--- config.mk ---
export PLATFORM = sky130hd
export DESIGN_NAME = mac_accum_flat
export DESIGN_NICKNAME = d
export VERILOG_FILES = /design/src/rtl/mac_accum_if.sv /design/src/rtl/mac_accum.sv /design/src/flat_wrapper.sv
export SDC_FILE = /design/constraint.sdc
export NUM_CORES = 1
export LEC_CHECK = 0
export CAP_MARGIN = 5
export CORE_MARGIN = 2
export CORE_UTILIZATION = 49
export DETAILED_ROUTE_END_ITERATION = 12
export GPL_TIMING_DRIVEN = 0
export PLACE_DENSITY = 0.79
export RECOVER_POWER = 100
export SLEW_MARGIN = 15
export SYNTH_ARGS = -nofsm -noshare
export SYNTH_HDL_FRONTEND = slang
export SYNTH_SLANG_ARGS = --single-unit
--- constraint.sdc ---
create_clock -name i_clk -period 3.1 [get_ports i_clk]
set_input_delay 0.465 -clock i_clk [delete_from_list [all_inputs] [get_ports i_clk]]
set_output_delay 0.465 -clock i_clk [all_outputs]
set_load 0.02 [all_outputs]
--- src/rtl/mac_accum_if.sv ---
// Handshake bundle between the multiplier-side producer and the mac_accum stage.
interface mac_accum_if #(
   parameter int unsigned ACC_W = 48,
   parameter int unsigned LEN_W = 8
);
   logic             start;
   logic [LEN_W-1:0] len;
   logic             sgn;
   logic             prod_vld;
   logic [35:0]      prod;
   logic             busy;
   logic [ACC_W-1:0] acc;
   logic             acc_vld;
   logic             acc_rdy;
   logic             ovf;

   modport master (
      output start, len, sgn, prod_vld, prod, acc_rdy,
      input  busy, acc, acc_vld, ovf
   );

   modport slave (
      input  start, len, sgn, prod_vld, prod, acc_rdy,
      output busy, acc, acc_vld, ovf
   );
endinterface

--- src/rtl/mac_accum.sv ---
// Sums a programmed number of 36-bit products into an ACC_W accumulator with overflow flag.
// Define MAC_ACC_SAT_EN to clamp on overflow instead of wrapping.
module mac_accum #(
   parameter int unsigned ACC_W = 48,
   parameter int unsigned LEN_W = 8
) (
   input logic        i_clk,
   input logic        i_rstn,
   mac_accum_if.slave bus
);

   typedef enum logic [1:0] {IDLE, ACC, DONE} state_t;

   state_t           state, state_nx;
   logic [ACC_W-1:0] acc_q, acc_nx;
   logic [LEN_W-1:0] cnt_q, cnt_nx;
   logic             sgn_q, sgn_nx;
   logic             ovf_q, ovf_nx;

   logic [ACC_W-1:0] ext;
   logic [ACC_W:0]   sum;
   logic             ovf_term;
   logic [ACC_W-1:0] term;
   logic             start_ok;
   logic             load;

   assign start_ok = bus.start && (bus.len != '0);

   // Size cast keeps the operand's signedness, so this sign- or zero-extends.
   assign ext = sgn_q ? ACC_W'($signed(bus.prod)) : ACC_W'(bus.prod);
   assign sum = {1'b0, acc_q} + {1'b0, ext};

   always_comb begin
      ovf_term = 1'b0;
      if (sgn_q)
         ovf_term = (acc_q[ACC_W-1] == ext[ACC_W-1]) && (sum[ACC_W-1] != acc_q[ACC_W-1]);
      else
         ovf_term = sum[ACC_W];
   end

`ifdef MAC_ACC_SAT_EN
   always_comb begin
      term = sum[ACC_W-1:0];
      if (ovf_term) begin
         if (!sgn_q)
            term = '1;
         else if (acc_q[ACC_W-1])
            term = {1'b1, {(ACC_W-1){1'b0}}};
         else
            term = {1'b0, {(ACC_W-1){1'b1}}};
      end
   end
`else
   assign term = sum[ACC_W-1:0];
`endif

   always_comb begin
      state_nx = state;
      acc_nx   = acc_q;
      cnt_nx   = cnt_q;
      sgn_nx   = sgn_q;
      ovf_nx   = ovf_q;
      load     = 1'b0;
      unique case (state)
         IDLE: begin
            if (start_ok)
               load = 1'b1;
         end
         ACC: begin
            if (bus.prod_vld) begin
               acc_nx = term;
               ovf_nx = ovf_q | ovf_term;
               cnt_nx = cnt_q - LEN_W'(1);
               if (cnt_q == LEN_W'(1))
                  state_nx = DONE;
            end
         end
         DONE: begin
            if (bus.acc_rdy) begin
               if (start_ok)
                  load = 1'b1;
               else
                  state_nx = IDLE;
            end
         end
         default: state_nx = IDLE;
      endcase
      // Shared by the IDLE start and the back-to-back start taken on the DONE handshake.
      if (load) begin
         state_nx = ACC;
         cnt_nx   = bus.len;
         sgn_nx   = bus.sgn;
         acc_nx   = '0;
         ovf_nx   = 1'b0;
      end
   end

   always_ff @(posedge i_clk or negedge i_rstn) begin
      if (!i_rstn) begin
         state <= IDLE;
         acc_q <= '0;
         cnt_q <= '0;
         sgn_q <= 1'b0;
         ovf_q <= 1'b0;
      end else begin
         state <= state_nx;
         acc_q <= acc_nx;
         cnt_q <= cnt_nx;
         sgn_q <= sgn_nx;
         ovf_q <= ovf_nx;
      end
   end

   assign bus.busy    = (state != IDLE);
   assign bus.acc_vld = (state == DONE);
   assign bus.acc     = acc_q;
   assign bus.ovf     = ovf_q;

endmodule
--- src/flat_wrapper.sv ---
// flat-port wrapper written by rule: the top's interface ports become plain ports
module mac_accum_flat 
#(
   parameter int unsigned ACC_W = 48,
   parameter int unsigned LEN_W = 8
)
  (i_clk, i_rstn, bus_start, bus_len, bus_sgn, bus_prod_vld, bus_prod, bus_acc_rdy, bus_busy, bus_acc, bus_acc_vld, bus_ovf);
  mac_accum_if #(.ACC_W(ACC_W), .LEN_W(LEN_W)) bus_i ();
  input logic i_clk;
  input logic i_rstn;
  input wire logic [$bits(bus_i.start)-1:0] bus_start;
  input wire logic [$bits(bus_i.len)-1:0] bus_len;
  input wire logic [$bits(bus_i.sgn)-1:0] bus_sgn;
  input wire logic [$bits(bus_i.prod_vld)-1:0] bus_prod_vld;
  input wire logic [$bits(bus_i.prod)-1:0] bus_prod;
  input wire logic [$bits(bus_i.acc_rdy)-1:0] bus_acc_rdy;
  output wire logic [$bits(bus_i.busy)-1:0] bus_busy;
  output wire logic [$bits(bus_i.acc)-1:0] bus_acc;
  output wire logic [$bits(bus_i.acc_vld)-1:0] bus_acc_vld;
  output wire logic [$bits(bus_i.ovf)-1:0] bus_ovf;
  assign bus_i.start = bus_start;
  assign bus_i.len = bus_len;
  assign bus_i.sgn = bus_sgn;
  assign bus_i.prod_vld = bus_prod_vld;
  assign bus_i.prod = bus_prod;
  assign bus_i.acc_rdy = bus_acc_rdy;
  assign bus_busy = bus_i.busy;
  assign bus_acc = bus_i.acc;
  assign bus_acc_vld = bus_i.acc_vld;
  assign bus_ovf = bus_i.ovf;
  mac_accum #(.ACC_W(ACC_W), .LEN_W(LEN_W)) u_core (.i_clk(i_clk), .i_rstn(i_rstn), .bus(bus_i));
endmodule
# Yosys cells after proc, flatten, opt, wreduce, memory -nomap -nowiden
# Cells that the tools add are included.
[totals]
register_bits = 60
wordCells = 47
output_inout_bits = 51
[classes]
reduce_logical = 9
bitwise = 1
muxes = 20
eq_ne = 10
add_sub_neg = 2
[ops]
columns = ["operator", "n"]
rows = [
  ["48-bit 2-to-1 mux", 4],
  ["48-bit by 48-bit adder with 49-bit output", 1],
  ["8-bit 2-to-1 mux", 3],
  ["2-bit 2-to-1 mux", 5],
  ["8-bit by 1-bit equality test with 1-bit output (second input constant)", 1],
  ["8-bit nonzero test", 1],
  ["8-bit by 1-bit subtractor with 8-bit output (second input constant)", 1],
  ["1-bit 2-to-1 mux", 6],
  ["3-bit by 2-bit != test with 1-bit output (second input constant)", 2],
  ["2-bit case mux with 3 select lines", 1],
  ["2-bit nonzero test", 3],
  ["5-bit AND reduction", 1],
  ["3-bit by 1-bit != test with 1-bit output (second input constant)", 1],
  ["3-bit != test (second input constant)", 1],
  ["2-bit by 1-bit equality test with 1-bit output (second input constant)", 1],
  ["2-bit equality test (second input constant)", 1],
  ["1-bit logical AND", 2],
  ["2-bit zero test", 1],
  ["2-bit by 1-bit != test with 1-bit output (second input constant)", 1],
  ["1-bit case mux with 2 select lines", 1],
  ["2-bit AND reduction", 1],
  ["1-bit equality test", 1],
  ["1-bit != test", 1],
  ["1-bit OR", 1],
]

# Depth between registers and ports, before layout
# Gate-level depths: netlist of the first run.
[depth]
word_depth = 9
ltp_mapped = 14
mapped_depth_nobuf = 12

# Worst setup path before layout of the first run
# OpenSTA, ideal clock, no wires.
[synth_timing]
path_type = "input-to-reg"
from = "input port bus_prod[35]"
to = "register u_core.ovf_q, in the netlist u_core.bus.ovf"
path_buffers = 2
path_stages = 14
t_required_ns = 3.017
t_arrival_ns = 3.277
setup_slack_ns = -0.260
path_cell_list = "nand2_1 inv_2 clkbuf_1 clkbuf_1 ha_1 a21oi_1 a21oi_1 o211ai_1 a32o_1 nand3_1 o21a_1 xnor2_1 o21a_1 o22ai_1"
[synth_via]
elab_chain_cells = 9
[synth_rtl]
columns = ["item", "line_no", "text"]
rows = [
  ["start, declared", "flat_wrapper.sv:15", "input wire logic [$bits(bus_i.prod)-1:0] bus_prod;"],
  ["48-bit 2-to-1 mux *", "mac_accum.sv:30", "assign ext = sgn_q ? ACC_W'($signed(bus.prod)) : ACC_W'(bus.prod);"],
  ["48-bit by 48-bit adder with 49-bit output", "mac_accum.sv:31", "assign sum = {1'b0, acc_q} + {1'b0, ext};"],
  ["1-bit != test", "mac_accum.sv:36", "ovf_term = (acc_q[ACC_W-1] == ext[ACC_W-1]) && (sum[ACC_W-1] != acc_q[ACC_W-1]);"],
  ["1-bit logical AND", "mac_accum.sv:36", ""],
  ["1-bit 2-to-1 mux *", "mac_accum.sv:35", "if (sgn_q)"],
  ["1-bit OR *", "mac_accum.sv:72", "ovf_nx = ovf_q | ovf_term;"],
  ["1-bit 2-to-1 mux *", "mac_accum.sv:70", "if (bus.prod_vld) begin"],
  ["1-bit 2-to-1 mux *", "mac_accum.sv:64", "unique case (state)"],
  ["1-bit 2-to-1 mux *", "mac_accum.sv:89", "if (load) begin"],
  ["end signal, assigned", "mac_accum.sv:110", "ovf_q <= ovf_nx;"],
  ["end, declared", "mac_accum.sv:18", "logic ovf_q, ovf_nx;"],
]
# Every way passes the cells marked *; elsewhere a longest branch is shown, timed or not. The select of a mux whose other input is x is not followed.
# A chain may end at the register's enable or synchronous reset.

# Worst setup path in the final report of the first run
[layout_timing]
from = "input port bus_prod[17]"
to = "register u_core.acc_q[41], in the netlist u_core.bus.acc[41]"
[layout_via]
elab_chain_cells = 5
[layout_rtl]
columns = ["item", "line_no", "text"]
rows = [
  ["48-bit 2-to-1 mux", "mac_accum.sv:30", ""],
  ["48-bit by 48-bit adder with 49-bit output", "mac_accum.sv:31", ""],
  ["48-bit 2-to-1 mux", "mac_accum.sv:70", ""],
  ["48-bit 2-to-1 mux", "mac_accum.sv:64", ""],
  ["48-bit 2-to-1 mux", "mac_accum.sv:89", ""],
  ["end signal, assigned", "mac_accum.sv:107", "acc_q <= acc_nx;"],
  ["end, declared", "mac_accum.sv:15", "logic [ACC_W-1:0] acc_q, acc_nx;"],
]
# Every way passes these cells. The select of a mux whose other input is x is not followed.

==> qor.txt, run 1 <==
yosys warns: 0
ANT cells: 0
final net count: 916
area delta synth->final: 36.2%
Lkg Pwr: 0.00310 uW
met2 Track Usage GR: 50.0%
Seq cells post-synth: 60
DRT Wirelength: 18.3 mm
initial DRC count: 443
largest net degree at the start of global routing: 50
RSZ-0062 raised after global routing: yes
Post-Syn Nets: 777
DRC: 0
Die X: 109 um
Worst-path clk slew: 0.08 ns
CP bufs+invs: 1
Comb power frac: 72.6%
Initial Util: 49.9%
Final Cycle Share: 101%
Sequential Power Share: 19.1%
slowest stage delay, CP: 0.48 ns
CP endpoint kind: flop
Root Buffer: clkbuf_8
GRT Max-Usage Layer: met2
pins over their slew limit: 0
Final ANT Viol Nets: 0
Mapped Avg Cell Area: 7.89 um^2
r2r worst-path depth: 12
CP Launch Type: input pin
Top-Level Pins: 101
CTS tree: done
Peak supply drop: 0.000590 V
die footprint: 11800 um^2
I/O Buffers: 100
CTS Sinks: 60
row cnt: 38
H-tree Lvls: 3
Hold Path Cell Cnt: 4
later-pin clock latency in the skew report: 0.36 ns
Mapped Area: 5380 um^2
DR vias: 6019
min Tclk post-route: 3.12 ns
routed len/inst: 18.9 um
DRT Pass-1 Iters: 5
Async SR Flop Fraction: 100%
core area: 10800 um^2
Pint: 3950 uW
met3 usage in global routing: 5.68%
deepest clock path buffer count: 2
number of synthesized flops with an enable pin: 0
final setup violation count: 1
GR Overflow Total: 0
crit-path leading delay family: compound AO/OA/AOI/OAI gates
Crit path depth: 11
HP Class: in2reg
CP max FO: 8
RD Place Congestion: 0.975
crit path DAT: 3.37 ns
total power: 8060 uW
Die Span Y: 109 um
status: finished with violations
P_sw: 4110 uW
Req. time, crit path: 3.35 ns
GR Util met1: 41.8%
final hold viol count: 0
maxcap violations: 0
GRT Util Overall: 31.0%
FMAX: 320 MHz
Seq/Total Area, Yosys: 27.9%
path type of the worst setup path: in2reg
violated checks: negative setup slack
Top FF cell, synth: dfrtp_1
Worst path slowest cell: clkdlybuf4s50_1
relative slew slack: 15.0%
TritonCTS buffer count: 9
Post-DP HPWL: 13.1 mm
switch share: 51.0%
PD cells: 1100 nW/um^2
Min Hold Slack: 0.499 ns
Clk pwr share: 8.3%
crit-path cells: clkdlybuf4s50_1, ha_2, nand2_1, o2111ai_2, a221o_1, a221oi_2, a21oi_2, a21oi_4, o22ai_2, or3_1, a32o_1
post-synth cell types: 67
initial antenna violation count: 0
vias in the first global route: 5700
post-route worst setup slack: -0.0242 ns
Via density: 6.23
clk_skew: 0.0184 ns
first-pass GRT wire length: 28.6 mm
Worst Max-Slew Pin Slew: 1.27 ns
synthesized instance count: 682
fraction of layout cells with a size suffix above 1: 13.3%
==> power groups by stage <==
| stage | clock [uW] | sequential [uW] | combinational (uW) |
|---|---|---|---|
| 2_1_floorplan | 0 | 1820 | 3230 |
| 3_3_place_gp | 0 | 1520 | 5090 |
| 3_5_place_dp | 0 | 1530 | 5180 |
| 4_1_cts | 679 | 1530 | 5510 |
| 5_1_grt | 727 | 1590 | 6340 |
| 6_report | 671 | 1540 | 5860 |
==> flip-flops by register name, summed over array words and instances, names as in the netlist <==
| signal | flops |
|---|---|
| u_core.bus.ovf | 1 |
| u_core.bus.acc | 48 |
| u_core.state | 2 |
| u_core.cnt_q | 8 |
| u_core.sgn_q | 1 |
==> synth_stat cells, types with 5 or more instances <==
library cell   n  area (um^2)
a21o_1        14          105
a21oi_1       56          280
a221o_1        6         60.1
a31oi_1        7         43.8
and3_1        12         75.1
clkbuf_1      28          105
dfrtp_1       60         1500
ha_1          44          551
inv_1         22         82.6
nand2_1       96          360
nand2b_1       6         37.5
nand3_1       15         75.1
nand4_1       12         75.1
nor2_1        36          135
nor2b_1        7         43.8
nor3_1        14         70.1
o211ai_1      11         82.6
o21ai_0       57          285
o21ai_1       15         75.1
o21bai_1       5         37.5
o22ai_1       22          138
o31ai_1        5         37.5
xnor2_1       24          210
xor2_1        23          201
==> routing by layer <==
layer  vias up  share of wire [%]
met2       272                 48
met4         0                2.3
li1       2809                  -
met3        37                7.1
met5         -                  0
met1      2901                 43
==> worst reg2reg max path, stage by stage, from the launching register on <==
cell       delay [ns]
dfrtp_2          0.48
nand2_2          0.12
inv_2            0.04
clkbuf_4         0.19
clkbuf_16        0.21
ha_1             0.27
clkbuf_1         0.39
a31oi_1          0.19
o211ai_1         0.25
nor3_1           0.08
a21o_1           0.20
mux2_4           0.27
a221o_1          0.27
==> path summary, 6_finish.rpt <==
path,from,endpoint,slack (ns)
setup / recovery,bus_prod[17],u_core.bus.acc[41]$_DFFE_PN0P_,-0.02
hold / removal,bus_prod[0],u_core.bus.acc[0]$_DFFE_PN0P_,0.50
setup reg to reg,u_core.sgn_q$_DFFE_PN0P_,u_core.bus.acc[46]$_DFFE_PN0P_,0.03
hold reg to reg,u_core.bus.acc[24]$_DFFE_PN0P_,u_core.bus.acc[24]$_DFFE_PN0P_,0.51
max in group asynchronous,i_rstn,u_core.sgn_q$_DFFE_PN0P_,0.59
min in group asynchronous,i_rstn,u_core.bus.acc[32]$_DFFE_PN0P_,0.69
==> layout make-up <==
cell class	count	area, um^2
multi-input combinational	564	3980
fill	909	3460
sequential	60	1500
timing repair buffer	132	1240
tap	140	175
buffer	31	158
clock buffer	11	141
inverter	23	86.3
clock inverter	5	37.5
==> cell families after synthesis <==
family / synth area share (%)
multiplexers: 0.976
AND/OR/NAND/NOR: 19.2
adder cells (fa/ha/maj): 11.0
XOR/XNOR: 7.65
buffers and inverters: 4.23
AO/OA/AOI/OAI: 29.1
flip-flops: 27.9
==> per-stage QoR <==
stage / TNS [ns] / instance area (um^2) / std cells / utilization, % / setup slack [ns]
2_1_floorplan: 0 / 5390 / 682 / - / 0.0374
3_3_place_gp: -46.66 / 6570 / 922 / 60.8 / -1.20
3_5_place_dp: -15.98 / 6590 / 923 / 61.1 / -1.23
4_1_cts: -0.140 / 7040 / 951 / 65.2 / -0.140
5_1_grt: -0.388 / 7330 / 966 / 67.9 / -0.0928
6_report: -0.0242 / 7330 / 966 / 67.9 / -0.0242
==> repair_timing <==
action / CTS / global route
gates resized for setup: 33 / 47
pin swaps: 16 / 25
hold endpoints to repair: 11 / 0
setup buffers: 14 / 17
hold buffers: 1 / 0
setup endpoints to repair: 19 / 16
==> cell usage in the layout, fill, tap and decap left out, types with 26 or more instances in the layout <==
cell / synthesis / final
nor2_1: 36 / 34
ha_1: 44 / 31
nand2_1: 96 / 94
dlygate4sd3_1: 0 / 52
buf_4: 0 / 29
o21ai_0: 57 / 51
a21oi_1: 56 / 50
clkbuf_1: 28 / 26
dfrtp_1: 60 / 59
clkdlybuf4s50_1: 0 / 44
(Power assumes the default switching activity.)
==> run 2: changes to the inputs <==
--- a/config.mk
+++ b/config.mk
@@ -5,12 +5,12 @@
 export SDC_FILE = /design/constraint.sdc
 export NUM_CORES = 1
 export LEC_CHECK = 0
-export CAP_MARGIN = 5
+export CAP_MARGIN = 20
 export CORE_MARGIN = 2
-export CORE_UTILIZATION = 49
+export CORE_UTILIZATION = 54
 export DETAILED_ROUTE_END_ITERATION = 12
 export GPL_TIMING_DRIVEN = 0
-export PLACE_DENSITY = 0.79
+export PLACE_DENSITY = 0.82
 export RECOVER_POWER = 100
 export SLEW_MARGIN = 15
 export SYNTH_ARGS = -nofsm -noshare
==> constraint.sdc (replaced) <==
create_clock -name i_clk -period 3.52 [get_ports i_clk]
set_input_delay 0.528 -clock i_clk [delete_from_list [all_inputs] [get_ports i_clk]]
set_output_delay 0.528 -clock i_clk [all_outputs]
set_load 0.02 [all_outputs]
==> run 2 against run 1 <==
The run ends with max-capacitance violations, max-slew violations left. Highest routed layer unchanged. Largest power group unchanged. Non-clock buffer count fell by 23. Sequential share of layout area is 1.3 points higher. Sequential power shrank 12%. Hold slack worse by 0.21 ns. Count of clock-buffer cells in the layout did not move. Clock skew shrank 0.010 ns. Largest cell class unchanged. Die area down 8.9%.
==> qor.txt, run 2 (synthesized netlist as in run 1, its figures left out) <==
CP Launch Point: bus_prod[12] (was bus_prod[17])
CP Launch Type: input pin (unchanged)
CP bufs+invs: 2 (was 1)
Die Span Y: 104 um (was 109 um)
r2r worst-path depth: 11 (was 12)
hold buffer count at cts: 0 (was 1)
initial antenna violation count: 0 (unchanged)
ANT cells: 0 (unchanged)
FMAX: 288 MHz
DRT Pass-1 Iters: 5 (unchanged)
min Tclk post-route: 3.48 ns
crit-path cells: clkdlybuf4s50_1, ha_1, clkbuf_1, nand4_1, o31a_1, o221ai_1, o21ai_1, a21oi_2, a21oi_4, o311ai_1, a31oi_1, nor2_1 (was clkdlybuf4s50_1, ha_2, nand2_1, o2111ai_2, a221o_1, a221oi_2, a21oi_2, a21oi_4, o22ai_2, or3_1, a32o_1)
cell area after layout: 6880 um^2 (was 7330 um^2)
GRT Util Overall: 32.9% (was 31.0%)
maxcap violations: 1 (was 0)
DRT Wirelength: 18.2 mm (was 18.3 mm)
HP Class: in2async (was in2reg)
CTS Sinks: 60 (unchanged)
leading cell type in the layout, fill and taps excluded: nand2_1 (unchanged)
final net count: 893 (was 916)
vias in the first global route: 5671 (was 5700)
core area: 9730 um^2 (was 10800 um^2)
routed len/inst: 19.4 um (was 18.9 um)
relative slew slack: -41.6% (was 15.0%)
Worst path slowest cell: clkdlybuf4s50_1 (unchanged)
die footprint: 10800 um^2 (was 11800 um^2)
initial DRC count: 356 (was 443)
Root Buffer: clkbuf_8 (unchanged)
fraction of layout cells with a size suffix above 1: 6.10% (was 13.3%)
Via density: 6.31 (was 6.23)
Min Hold Slack: 0.294 ns (was 0.499 ns)
CP endpoint kind: flop (unchanged)
final setup violation count: 0 (was 1)
DRC: 0 (unchanged)
Top-Level Pins: 101 (unchanged)
DR vias: 5904 (was 6019)
row cnt: 36 (was 38)
DP Area: 6580 um^2 (was 6590 um^2)
Reg2Reg Launch Point: u_core.bus.acc[12]$_DFFE_PN0P_ (was u_core.sgn_q$_DFFE_PN0P_)
crit path DAT: 3.76 ns (was 3.37 ns)
final hold viol count: 0 (unchanged)
R2R Setup Slk: 0.19 ns (was 0.03 ns)
most frequent cells in the layout: 95 x nand2_1, 60 x dfrtp_1, 59 x o21ai_0 (was 94 x nand2_1, 59 x dfrtp_1, 52 x dlygate4sd3_1)
RD Place Congestion: 0.981 (was 0.975)
PD cells: 981 nW/um^2 (was 1100 nW/um^2)
Lkg Pwr: 0.00294 uW (was 0.00310 uW)
Worst-path clk slew: 0.07 ns (was 0.08 ns)
violated checks: max-capacitance violations, max-slew violations (was negative setup slack)
CTS tree: done (unchanged)
first-pass GRT wire length: 28.7 mm (was 28.6 mm)
Die X: 104 um (was 109 um)
later-pin clock latency in the skew report: 0.36 ns (about the same)
area delta synth->final: 27.8% (was 36.2%)
GR Overflow Total: 0 (unchanged)
Peak supply drop: 0.000540 V (was 0.000590 V)
Final Cycle Share: 98.8%
total power: 6750 uW (was 8060 uW)
RSZ-0062 raised after global routing: yes (unchanged)
clk_skew: 0.00845 ns (was 0.0184 ns)
H-tree Lvls: 3 (unchanged)
slowest stage delay, CP: 0.41 ns (was 0.48 ns)
Post-DP HPWL: 13.3 mm (was 13.1 mm)
largest net degree at the start of global routing: 47 (was 50)
path type of the worst setup path: in2reg (unchanged)
status: finished with violations (unchanged)
reg-to-reg endpoint: u_core.bus.acc[43]$_DFFE_PN0P_ (was u_core.bus.acc[46]$_DFFE_PN0P_)
number of flip-flops in the largest register: 48 (unchanged)
Req. time, crit path: 3.80 ns (was 3.35 ns)
Worst Max-Slew Pin Slew: 2.12 ns (was 1.27 ns)
pins over their slew limit: 47 (was 0)
I/O Buffers: 100 (unchanged)
Initial Util: 55.3% (was 49.9%)
deepest clock path buffer count: 2 (unchanged)
crit-path leading delay family: compound AO/OA/AOI/OAI gates (unchanged)
CP max FO: 8 (unchanged)
Final ANT Viol Nets: 0 (unchanged)
TritonCTS buffer count: 9 (unchanged)
## run 2: layer usage
layer / vias to the layer above / GRT usage (%) / routed length, um
met5: - / 0 / 0
met4: 0 / 14.3 / 495
met2: 281 / 53.8 / 8710
met3: 43 / 6.54 / 1360
li1: 2759 / - / -
met1: 2821 / 42.4 / 7600
## run 2: layout make-up
cell class | instances | area, um^2
Sequential cell | 60 | 1500
Fill cell | 802 | 2850
Buffer | 34 | 151
Inverter | 23 | 86.3
Clock buffer | 11 | 141
Timing Repair Buffer | 106 | 1040
Tap cell | 133 | 166
Clock inverter | 5 | 61.3
Multi-Input combinational cell | 564 | 3730
## run 2: where the power goes
part | switching (uW) | internal, uW | total (uW) | leakage (uW)
Sequential | 320 | 1030 | 1350 | 0.000743
Combinational | 2860 | 1880 | 4740 | 0.00211
Clock | 320 | 348 | 668 | 0.0000918
## run 2: how the worst max path moves through the flow
stage                                     end  slack [ns]  depth (start not counted)
2_1_floorplan      u_core.bus.ovf$_DFFE_PN0P_         0.1                         14
3_3_place_gp       u_core.bus.ovf$_DFFE_PN0P_       -1.31                         15
6_report       u_core.bus.acc[43]$_DFFE_PN0P_        0.04                         12
4_1_cts        u_core.bus.acc[41]$_DFFE_PN0P_        0.06                         11
3_5_place_dp       u_core.bus.ovf$_DFFE_PN0P_       -1.31                         15
5_1_grt        u_core.bus.acc[43]$_DFFE_PN0P_       -0.03                         12
## run 2: per-stage QoR
step	std cells	TNS (ns)	utilization (%)	setup slack [ns]
2_1_floorplan	682	0	-	0.0974
3_3_place_gp	915	-16.71	67.3	-1.31
3_5_place_dp	916	-10.13	67.6	-1.31
4_1_cts	935	0	70.4	0.0640
5_1_grt	936	-0.0347	70.7	-0.0347
6_report	936	0	70.7	0.0434
## run 2: timing repair
item	CTS	global route
hold endpoints to repair	0	0
setup endpoints to repair	10	6
setup buffers	3	1
pin swaps	3	5
gates resized for setup	14	9
